[src/rtl/timing_strobe_gen.sv]
// Multi-channel programmable strobe generator: one single-cycle strobe per channel every P cycles.
// Optional one-shot mode is compiled in with `define TIMING_STROBE_ONESHOT_EN.
module timing_strobe_gen #(
    parameter int CHANNELS          = 4,
    parameter int CNT_WIDTH         = 16,
    parameter int DEFAULT_PERIOD_NS = 1000,
    parameter int SYS_CLOCK_MHZ     = 64
) (
    input  logic                                       clock_i,
    input  logic                                       reset_i,
    input  logic [CHANNELS-1:0]                        enable_i,
    input  logic                                       sync_i,
    input  logic                                       wr_en_i,
    input  logic [((CHANNELS > 1) ? $clog2(CHANNELS) : 1)-1:0] wr_chan_i,
    input  logic [CNT_WIDTH-1:0]                       wr_period_i,
`ifdef TIMING_STROBE_ONESHOT_EN
    input  logic [CHANNELS-1:0]                        oneshot_i,
`endif
    output logic [CHANNELS-1:0]                        strobe_o
);

    // Same rounding as common_pkg::ns_to_cycles (nearest cycle at SYS_CLOCK_MHZ).
    function automatic longint ns_to_cycles(input longint ns);
        return (ns * SYS_CLOCK_MHZ + 500) / 1000;
    endfunction

    localparam longint DEFAULT_CYCLES_L = ns_to_cycles(DEFAULT_PERIOD_NS);
    localparam longint CNT_MAX_L        = (longint'(1) << CNT_WIDTH) - 1;

    if (DEFAULT_CYCLES_L == 0 || DEFAULT_CYCLES_L > CNT_MAX_L) begin : g_bad_default
        $error("timing_strobe_gen: DEFAULT_CYCLES out of range for CNT_WIDTH");
    end
    if (CHANNELS < 1 || CHANNELS > 16) begin : g_bad_channels
        $error("timing_strobe_gen: CHANNELS must be 1..16");
    end

    localparam logic [CNT_WIDTH-1:0] DEFAULT_CYCLES = CNT_WIDTH'(DEFAULT_CYCLES_L);
    localparam logic [CNT_WIDTH-1:0] DEFAULT_RELOAD = DEFAULT_CYCLES - 1'b1;

    logic [CNT_WIDTH-1:0] period_q [CHANNELS];
    logic [CNT_WIDTH-1:0] period_d [CHANNELS];
    logic [CNT_WIDTH-1:0] count_q  [CHANNELS];
    logic [CNT_WIDTH-1:0] count_d  [CHANNELS];
    logic [CNT_WIDTH-1:0] reload   [CHANNELS];
    logic [CHANNELS-1:0]  strobe_q;
    logic [CHANNELS-1:0]  strobe_d;
    logic [CHANNELS-1:0]  wr_hit;
    logic [CNT_WIDTH-1:0] wr_reload;
`ifdef TIMING_STROBE_ONESHOT_EN
    logic [CHANNELS-1:0]  armed_q;
    logic [CHANNELS-1:0]  armed_d;
`endif

    // A zero period parks the counter at 0 instead of wrapping to all ones.
    assign wr_reload = (wr_period_i == '0) ? '0 : wr_period_i - 1'b1;

    always_comb begin
        for (int i = 0; i < CHANNELS; i++) begin
            wr_hit[i] = wr_en_i && (int'(wr_chan_i) == i);
            reload[i] = (period_q[i] == '0) ? '0 : period_q[i] - 1'b1;
        end
    end

    always_comb begin
        for (int i = 0; i < CHANNELS; i++) begin
            period_d[i] = period_q[i];
            count_d[i]  = count_q[i];
            strobe_d[i] = 1'b0;
`ifdef TIMING_STROBE_ONESHOT_EN
            armed_d[i]  = armed_q[i];
`endif
            if (wr_hit[i]) begin
                period_d[i] = wr_period_i;
                count_d[i]  = wr_reload;
`ifdef TIMING_STROBE_ONESHOT_EN
                armed_d[i]  = 1'b1;
`endif
            end else if (sync_i || !enable_i[i]) begin
                count_d[i]  = reload[i];
`ifdef TIMING_STROBE_ONESHOT_EN
                armed_d[i]  = 1'b1;
`endif
            end else if (period_q[i] == '0) begin
                count_d[i]  = '0;
`ifdef TIMING_STROBE_ONESHOT_EN
            end else if (!armed_q[i]) begin
                // Disarmed channels sit at 0 until one-shot mode is released.
                if (!oneshot_i[i]) begin
                    armed_d[i] = 1'b1;
                    count_d[i] = reload[i];
                end else begin
                    count_d[i] = '0;
                end
`endif
            end else if (count_q[i] == '0) begin
                strobe_d[i] = 1'b1;
                count_d[i]  = reload[i];
`ifdef TIMING_STROBE_ONESHOT_EN
                if (oneshot_i[i]) begin
                    armed_d[i] = 1'b0;
                    count_d[i] = '0;
                end
`endif
            end else begin
                count_d[i]  = count_q[i] - 1'b1;
            end
        end
    end

    always_ff @(posedge clock_i) begin
        if (reset_i) begin
            for (int i = 0; i < CHANNELS; i++) begin
                period_q[i] <= DEFAULT_CYCLES;
                count_q[i]  <= DEFAULT_RELOAD;
            end
            strobe_q <= '0;
`ifdef TIMING_STROBE_ONESHOT_EN
            armed_q  <= '1;
`endif
        end else begin
            for (int i = 0; i < CHANNELS; i++) begin
                period_q[i] <= period_d[i];
                count_q[i]  <= count_d[i];
            end
            strobe_q <= strobe_d;
`ifdef TIMING_STROBE_ONESHOT_EN
            armed_q  <= armed_d;
`endif
        end
    end

    assign strobe_o = strobe_q;

endmodule

[config.mk]
export PLATFORM = sky130hd
export DESIGN_NAME = timing_strobe_gen
export DESIGN_NICKNAME = d
export VERILOG_FILES = /design/src/rtl/timing_strobe_gen.sv
export SDC_FILE = /design/constraint.sdc
export NUM_CORES = 1
export LEC_CHECK = 0
export CAP_MARGIN = 30
export CORE_MARGIN = 10
export CORE_UTILIZATION = 45
export DETAILED_ROUTE_END_ITERATION = 10
export PLACE_DENSITY = 0.6
export SLEW_MARGIN = 30
export SYNTH_ARGS = -nofsm -noshare
export SYNTH_HDL_FRONTEND = slang
export SYNTH_SLANG_ARGS = --single-unit
[constraint.sdc]
create_clock -name clock_i -period 4.8 [get_ports clock_i]
set_input_delay 0.96 -clock clock_i [delete_from_list [all_inputs] [get_ports clock_i]]
set_output_delay 0.96 -clock clock_i [all_outputs]
set_load 0.02 [all_outputs]
# == Word level (Yosys, flattened, before mapping) ==
# Memories as Yosys holds them, arrays and structs flattened.
# Cells that the tools add are included.
# classes
addsub,9
multipliers,0
div,0
magnitude_cmp,0
eq_ne,3
shifts,0
n_mux,40
bitwise_logic,8
n_reduce_logical,26
# ops
operator,n
two-way mux 16 bit,33
logical NOT 16 bit,9
subtractor 16 x 1 -> 16 bit (second input constant),9
OR reduction 4 bit,4
bitwise OR 1 bit,8
two-way mux 1 bit,7
== test 2 bit (second input constant),2
logical AND 1 bit,4
logical NOT 1 bit,4
logical OR 1 bit,4
== test 2 x 1 -> 1 bit (second input constant),1
logical NOT 2 bit,1
# totals
ff_bits,4
latchBits,0
ram_bits,128
romBits,0
in_bits,26
out_inout_bits,4
word_cells,92
memories,2
# memory_table
memory,depth,word_bits,read_ports,rd_ports_with_merged_regs,write_ports,line,text
count_q,4,16,4,0,4,42,logic [CNT_WIDTH-1:0] count_q [CHANNELS];
period_q,4,16,4,0,4,40,logic [CNT_WIDTH-1:0] period_q [CHANNELS];

# == Depth between registers and ports, before layout ==
# Gate-level depths: netlist of the first run.
# logic_depth
word_depth,7
depth_mapped,9
depth_no_buf,7

# == Worst setup path after synthesis of the first run ==
# Ideal clock, no wire load.
# synth_path
path_type,input port to flip-flop
from,in wr_period_i[6]
to,mem count_q[1][3]
setup_time_ps,122
arrival_time_ps,2648
required_ps,4678
setup_slack_ps,2031
cell_stages,6
path_buffers,2
cell_sequence,clkbuf_1 nor4_1 and3_1 clkbuf_1 a21oi_1 a221o_1
# synth_lines
item,line,text
"start, declared",15,"input logic [CNT_WIDTH-1:0] wr_period_i,"
"end, declared",42,

==> results of run 1 <==
## kinds of logic after synthesis
group / count (synthesis) / share of synthesized area [%]
buffers and inverters: 83 / 4.51
AOI/OAI and AO/OA: 173 / 14.9
xor gates and xnor gates: 105 / 11.7
and+or+nand+nor: 425 / 27.5
adders and majority gates: 14 / 2.22
muxes: 44 / 5.59
DFF: 132 / 33.6
## registers in the layout, indices dropped and copies added (netlist names)
name	flops
period_q	64
count_q	64
strobe_o	4
## power by group
part	switching, mW	leakage (nW)	internal, mW
clock network	0.469	0.273	0.750
registers	0.0746	1.08	1.16
logic	0.277	1.93	0.200
total	0.821	3.28	2.11
## synthesized netlist by cell type (2+ instances only)
cell | n | share of area [%]
nand2_1 | 157 | 7.5
a221o_1 | 23 | 2.9
nor3_1 | 33 | 2.1
or4_1 | 14 | 1.3
nand2b_1 | 10 | 0.79
xnor2_1 | 81 | 9.0
inv_1 | 26 | 1.2
dfxtp_1 | 132 | 34
buf_2 | 3 | 0.19
o32ai_1 | 12 | 1.3
a31oi_1 | 2 | 0.16
nor2b_1 | 5 | 0.40
o211ai_1 | 6 | 0.57
and2_1 | 3 | 0.24
mux2i_1 | 44 | 5.6
a21oi_1 | 71 | 4.5
a21o_1 | 2 | 0.19
nor3b_1 | 10 | 0.95
clkbuf_1 | 46 | 2.2
and4_1 | 2 | 0.22
buf_1 | 2 | 0.095
and3_1 | 3 | 0.24
o21ai_0 | 8 | 0.51
nor4_1 | 34 | 2.7
o22ai_1 | 18 | 1.4
o2bb2ai_1 | 4 | 0.44
or3_1 | 12 | 0.95
buf_6 | 2 | 0.29
buf_4 | 2 | 0.19
nand4_1 | 21 | 1.7
or2_2 | 5 | 0.40
nor4_2 | 3 | 0.48
nand4b_1 | 11 | 1.2
xor2_1 | 24 | 2.7
o21a_1 | 3 | 0.29
nor2_1 | 57 | 2.7
nand3b_1 | 9 | 0.86
nand3_1 | 27 | 1.7
ha_1 | 14 | 2.2
o31ai_1 | 6 | 0.57
or3b_2 | 2 | 0.22
o31a_1 | 8 | 0.89
## area by class of cell
type,instances,area (sq um),area share (%)
clock buffer,22,484,5.44
clock inverter,6,55.1,0.618
inverter,26,97.6,1.10
multi-input combinational,761,4920,55.3
sequential,132,2640,29.7
tap,225,282,3.16
timing repair buffer,46,423,4.75
## final timing paths
path	to	slack, ps	cells after the start
worst max register to register	count_q[1][0]	1940	5
worst min-delay path	period_q[3][10]	480	2
worst min register to register	period_q[3][10]	480	2
worst max-delay path	count_q[1][10]	1650	8
## worst reg2reg max path: cells and delay by family (launching register included)
kind / cells / cell delay (ps)
muxes: 1 / 160
AOI/OAI and AO/OA: 2 / 1030
DFF: 1 / 360
and+or+nand+nor: 2 / 1210
## layer usage
layer  track usage (%)  part of all wire, %  routed length (um)  vias up
met1              27.8                   49               11700     3330
li1                  -                    -                   -     3529
met2              30.2                   44               10500      166
met3              2.96                  4.5                1080       38
met4              8.44                  2.8                 669        0
met5                 0                    0                   0        -
==> impl_metrics.env, run 1 <==
export IMPL_grt_usage_pct=20.0
export IMPL_crit_chain="clkdlybuf4s50_1 -> inv_1 -> ha_1 -> nor3b_1 -> and2_1 -> nand2_1 -> xor2_1 -> o22ai_1"
export IMPL_drtIter0Drc=737
export IMPL_drv_cap=0
export IMPL_initial_utilization_pct=45.7
export IMPL_postCtsSetupBuffers=0
export IMPL_reg2reg_from="count_q[1][2]"
export IMPL_syn_to_final_growth_pct=13.1
export IMPL_dp_cells=1190
export IMPL_antenna_found_initial=0
export IMPL_finalHoldViolCount=0
export IMPL_cpPeakStageDelay_ps=620
export IMPL_numPortBuffers=29
export IMPL_grt_pass1_vias=6627
export IMPL_grt_overflow=0
export IMPL_relSlewSlack_pct=38.5
export IMPL_drt_pass1_iter_count=5
export IMPL_final_cell_mix="nand2_1 (157), dfxtp_1 (132), xnor2_1 (81), a21oi_1 (71), nor2_1 (56)"
export IMPL_cts_tree="done"
export IMPL_power_density_nw_per_um2=329
export IMPL_antennaDiodeCount=0
export IMPL_clk_pin_slew_worst_paths_ps=60
export IMPL_synth_cell_types=61
export IMPL_viasPerCell=5.80
export IMPL_finalCritPeriodShare_pct=65.6
export IMPL_top_level_ports=30
export IMPL_clock_fmax_mhz=318
export IMPL_leakagePower_nw=3.28
export IMPL_crit_path_top_delay_cell="clkdlybuf4s50_1"
export IMPL_hold_buffers=0
export IMPL_min_from="period_q[3][10]"
export IMPL_dpl_cell_area_sq_um=8350
export IMPL_drive_gt1_share_pct=6.75
export IMPL_finish_instance_area_sq_um=8900
export IMPL_required_ps=5080
export IMPL_hp_class="register to register"
export IMPL_via_count=7063
export IMPL_ys_seq_area_share_pct=33.6
export IMPL_endpoint_kind="register"
export IMPL_critPathTopFamily="buffers and inverters"
export IMPL_avgSynthCellArea_sq_um=8.07
export IMPL_cp_num_buf_inv=2
export IMPL_syn_inst=976
export IMPL_fin_tns_setup_ps=0
export IMPL_crit_arrival_ps=3430
export IMPL_synthesis_nets=1016
export IMPL_cts_root_buf="clkbuf_16"
export IMPL_rsz0062_at_grt="false"
export IMPL_fin_cells=1218
export IMPL_die_area_sq_um=23200
export IMPL_fillers=1688
export IMPL_dp_slack_ps=1170
export IMPL_wirelength_um=23900
export IMPL_fin_skew_ps=6.18
export IMPL_synth_edf_count=0
export IMPL_clock_sinks=132
export IMPL_peakVddDrop_mv=0.255
export IMPL_place_congestion=0.885
export IMPL_ys_warn_count=0
export IMPL_period_needed_ps=3150
export IMPL_post_drt_wl_per_cell_um=19.7
export IMPL_cts_resized_gates=0
export IMPL_die_w_um=152
export IMPL_ys_ff_latch=132
export IMPL_fin_util_pct=51.7
export IMPL_final_common_cell="nand2_1"
export IMPL_clock_latency_ps=420
export IMPL_dp_hpwl_um=16700
export IMPL_coreArea_sq_um=17200
export IMPL_grt_pass1_wl_um=37700
export IMPL_maxSlewViolCount=0
export IMPL_drc=0
export IMPL_htree_num_levels=4
export IMPL_cp_max_fo=9
export IMPL_ant_nets=0
export IMPL_worst_slack_ps=1650
export IMPL_cts_made_buffers=17
export IMPL_crit_start="wr_period_i[0]"
export IMPL_worst_setup_path_start_kind="input pin"
export IMPL_hold_ws_ps=482
export IMPL_async_flop_share_pct=0
export IMPL_core_rowCount=48
export IMPL_syn_area_sq_um=7880
export IMPL_clockBufferDepth=2
export IMPL_die_h_um=152
export IMPL_nets=1024
export IMPL_worstSetupPathType="input pin to register"
export IMPL_status="completed"
export IMPL_grt_max_degree=79
export IMPL_finalPower_mw=2.93
export IMPL_worstMarginPinSlew_ps=919
export IMPL_setup_viol=0
export IMPL_ys_flop_type="dfxtp_1"
(Power assumes the default switching activity.)
==> run 2, diff against run 1 <==
==> constraint.sdc (replaced) <==
create_clock -name clock_i -period 3 [get_ports clock_i]
set_input_delay 0.6 -clock clock_i [delete_from_list [all_inputs] [get_ports clock_i]]
set_output_delay 0.6 -clock clock_i [all_outputs]
set_load 0.02 [all_outputs]
==> run 2 against run 1 <==
Combinational power is 72% higher; global-route usage up 1.4 points; die area unchanged; sequential power is 60% higher; wire length up 6.7%; via count rose by 5.7%.
==> impl_metrics.env, run 2 (synthesis results as in run 1) <==
export IMPL_required_ps=3290
export IMPL_peakVddDrop_mv=0.405
export IMPL_hold_buffers=0
export IMPL_worstMarginPinSlew_ps=869
export IMPL_cts_root_buf="clkbuf_16"
export IMPL_die_area_sq_um=23200
export IMPL_via_count=7463
export IMPL_nets=1068
export IMPL_syn_to_final_growth_pct=17.6
export IMPL_antennaDiodeCount=0
export IMPL_cts_tree="done"
export IMPL_finalCritPeriodShare_pct=86.2
export IMPL_cpMostUsedCell="buf_4"
export IMPL_crit_chain="clkdlybuf4s50_1 -> inv_1 -> ha_1 -> nor3b_1 -> buf_4 -> and2_1 -> nand3_1 -> xor2_1 -> buf_4 -> o22ai_1"
export IMPL_dp_cells=1234
export IMPL_initial_utilization_pct=45.7
export IMPL_hp_class="register to register"
export IMPL_crit_arrival_ps=2880
export IMPL_postCtsSetupBuffers=0
export IMPL_drv_cap=0
export IMPL_antenna_found_initial=0
export IMPL_relSlewSlack_pct=41.6
export IMPL_grt_overflow=0
export IMPL_final_common_cell="nand2_1"
export IMPL_grt_pass1_wl_um=39900
export IMPL_grt_max_degree=53
export IMPL_leakagePower_nw=3.50
export IMPL_worst_slack_ps=415
export IMPL_cts_resized_gates=0
export IMPL_setup_viol=0
export IMPL_final_cell_mix="nand2_1 (157), dfxtp_1 (132), xnor2_1 (81), a21oi_1 (71), buf_4 (62)"
export IMPL_fin_util_pct=53.7
export IMPL_die_h_um=152
export IMPL_ant_nets=0
export IMPL_numPortBuffers=29
export IMPL_grt_usage_pct=21.4
export IMPL_period_needed_ps=2580
export IMPL_cp_max_fo=7
export IMPL_post_drt_wl_per_cell_um=20.2
export IMPL_endpoint_kind="register"
export IMPL_multi_input_area_sq_um=4890
export IMPL_fin_tns_setup_ps=0
export IMPL_drtIter0Drc=833
export IMPL_clock_fmax_mhz=387
export IMPL_fin_cells=1266
export IMPL_status="completed"
export IMPL_coreArea_sq_um=17200
export IMPL_viasPerCell=5.89
export IMPL_place_congestion=0.927
export IMPL_clk_pin_slew_worst_paths_ps=60
export IMPL_fin_skew_ps=10.5
export IMPL_dpl_cell_area_sq_um=8650
export IMPL_drt_pass1_iter_count=5
export IMPL_dp_hpwl_um=18100
export IMPL_drc=0
export IMPL_drive_gt1_share_pct=10.5
export IMPL_core_rowCount=48
export IMPL_clockBufferDepth=2
export IMPL_top_level_ports=30
export IMPL_clock_latency_ps=430
export IMPL_finish_instance_area_sq_um=9260
export IMPL_finalHoldViolCount=0
export IMPL_worst_setup_path_start_kind="input pin"
export IMPL_cts_made_buffers=17
export IMPL_fillers=1624
export IMPL_rsz0062_at_grt="false"
export IMPL_maxSlewViolCount=0
export IMPL_cpPeakStageDelay_ps=620
export IMPL_crit_path_top_delay_cell="clkdlybuf4s50_1"
export IMPL_worstSetupPathType="input pin to register"
export IMPL_clock_sinks=132
export IMPL_grt_pass1_vias=6992
export IMPL_die_w_um=152
export IMPL_power_density_nw_per_um2=532
export IMPL_wirelength_um=25600
export IMPL_seqCellArea_sq_um=2640
export IMPL_dp_slack_ps=55.2
export IMPL_htree_num_levels=4
[run 2: path summary, 6_finish.rpt]
path,start,endpoint,slack (ps),depth (start not counted)
max reg2reg,count_q[0][4],count_q[0][8],530,6
max,wr_period_i[0],count_q[3][12],420,10
min,period_q[1][13],period_q[1][13],490,2
min reg2reg,period_q[1][13],period_q[1][13],490,2
[run 2: through the flow]
stage	hold slack, ps	power (mW)
2_1_floorplan	456	2.52
4_1_cts	489	4.93
3_5_place_dp	482	2.81
5_1_grt	521	5.10
3_3_place_gp	473	2.81
6_report	491	4.92
[run 2: layout make-up]
class,count,area share (%)
multi-input cells,761,52.8
flip-flops and latches,132,28.5
repair buffers,90,8.05
clock buffers,24,5.42
well taps,225,3.04
clock inverters,8,1.05
inverters,26,1.05
[run 2: critical path, delay by kind of cell]
| kind | cells | cell delay (ps) |
|---|---|---|
| XOR/XNOR | 1 | 410 |
| AO/OA/AOI/OAI | 1 | 90 |
| AND/OR/NAND/NOR | 3 | 430 |
| adder cells (fa/ha/maj) | 1 | 250 |
| buffers and inverters | 4 | 1100 |
[run 2: per-layer routing]
layer | GRT usage (%) | part of all wire, % | up-vias | wire length [um]
li1 | - | - | 3625 | -
met4 | 7.61 | 2.7 | 0 | 690
met5 | 0 | 0 | - | 0
met1 | 28.6 | 45 | 3543 | 11500
met2 | 33.5 | 45 | 255 | 11600
met3 | 4.23 | 6.9 | 40 | 1760
[run 2: power breakdown]
group | internal, mW | switching [mW]
logic | 0.356 | 0.465
clock network | 1.33 | 0.797
registers | 1.86 | 0.118
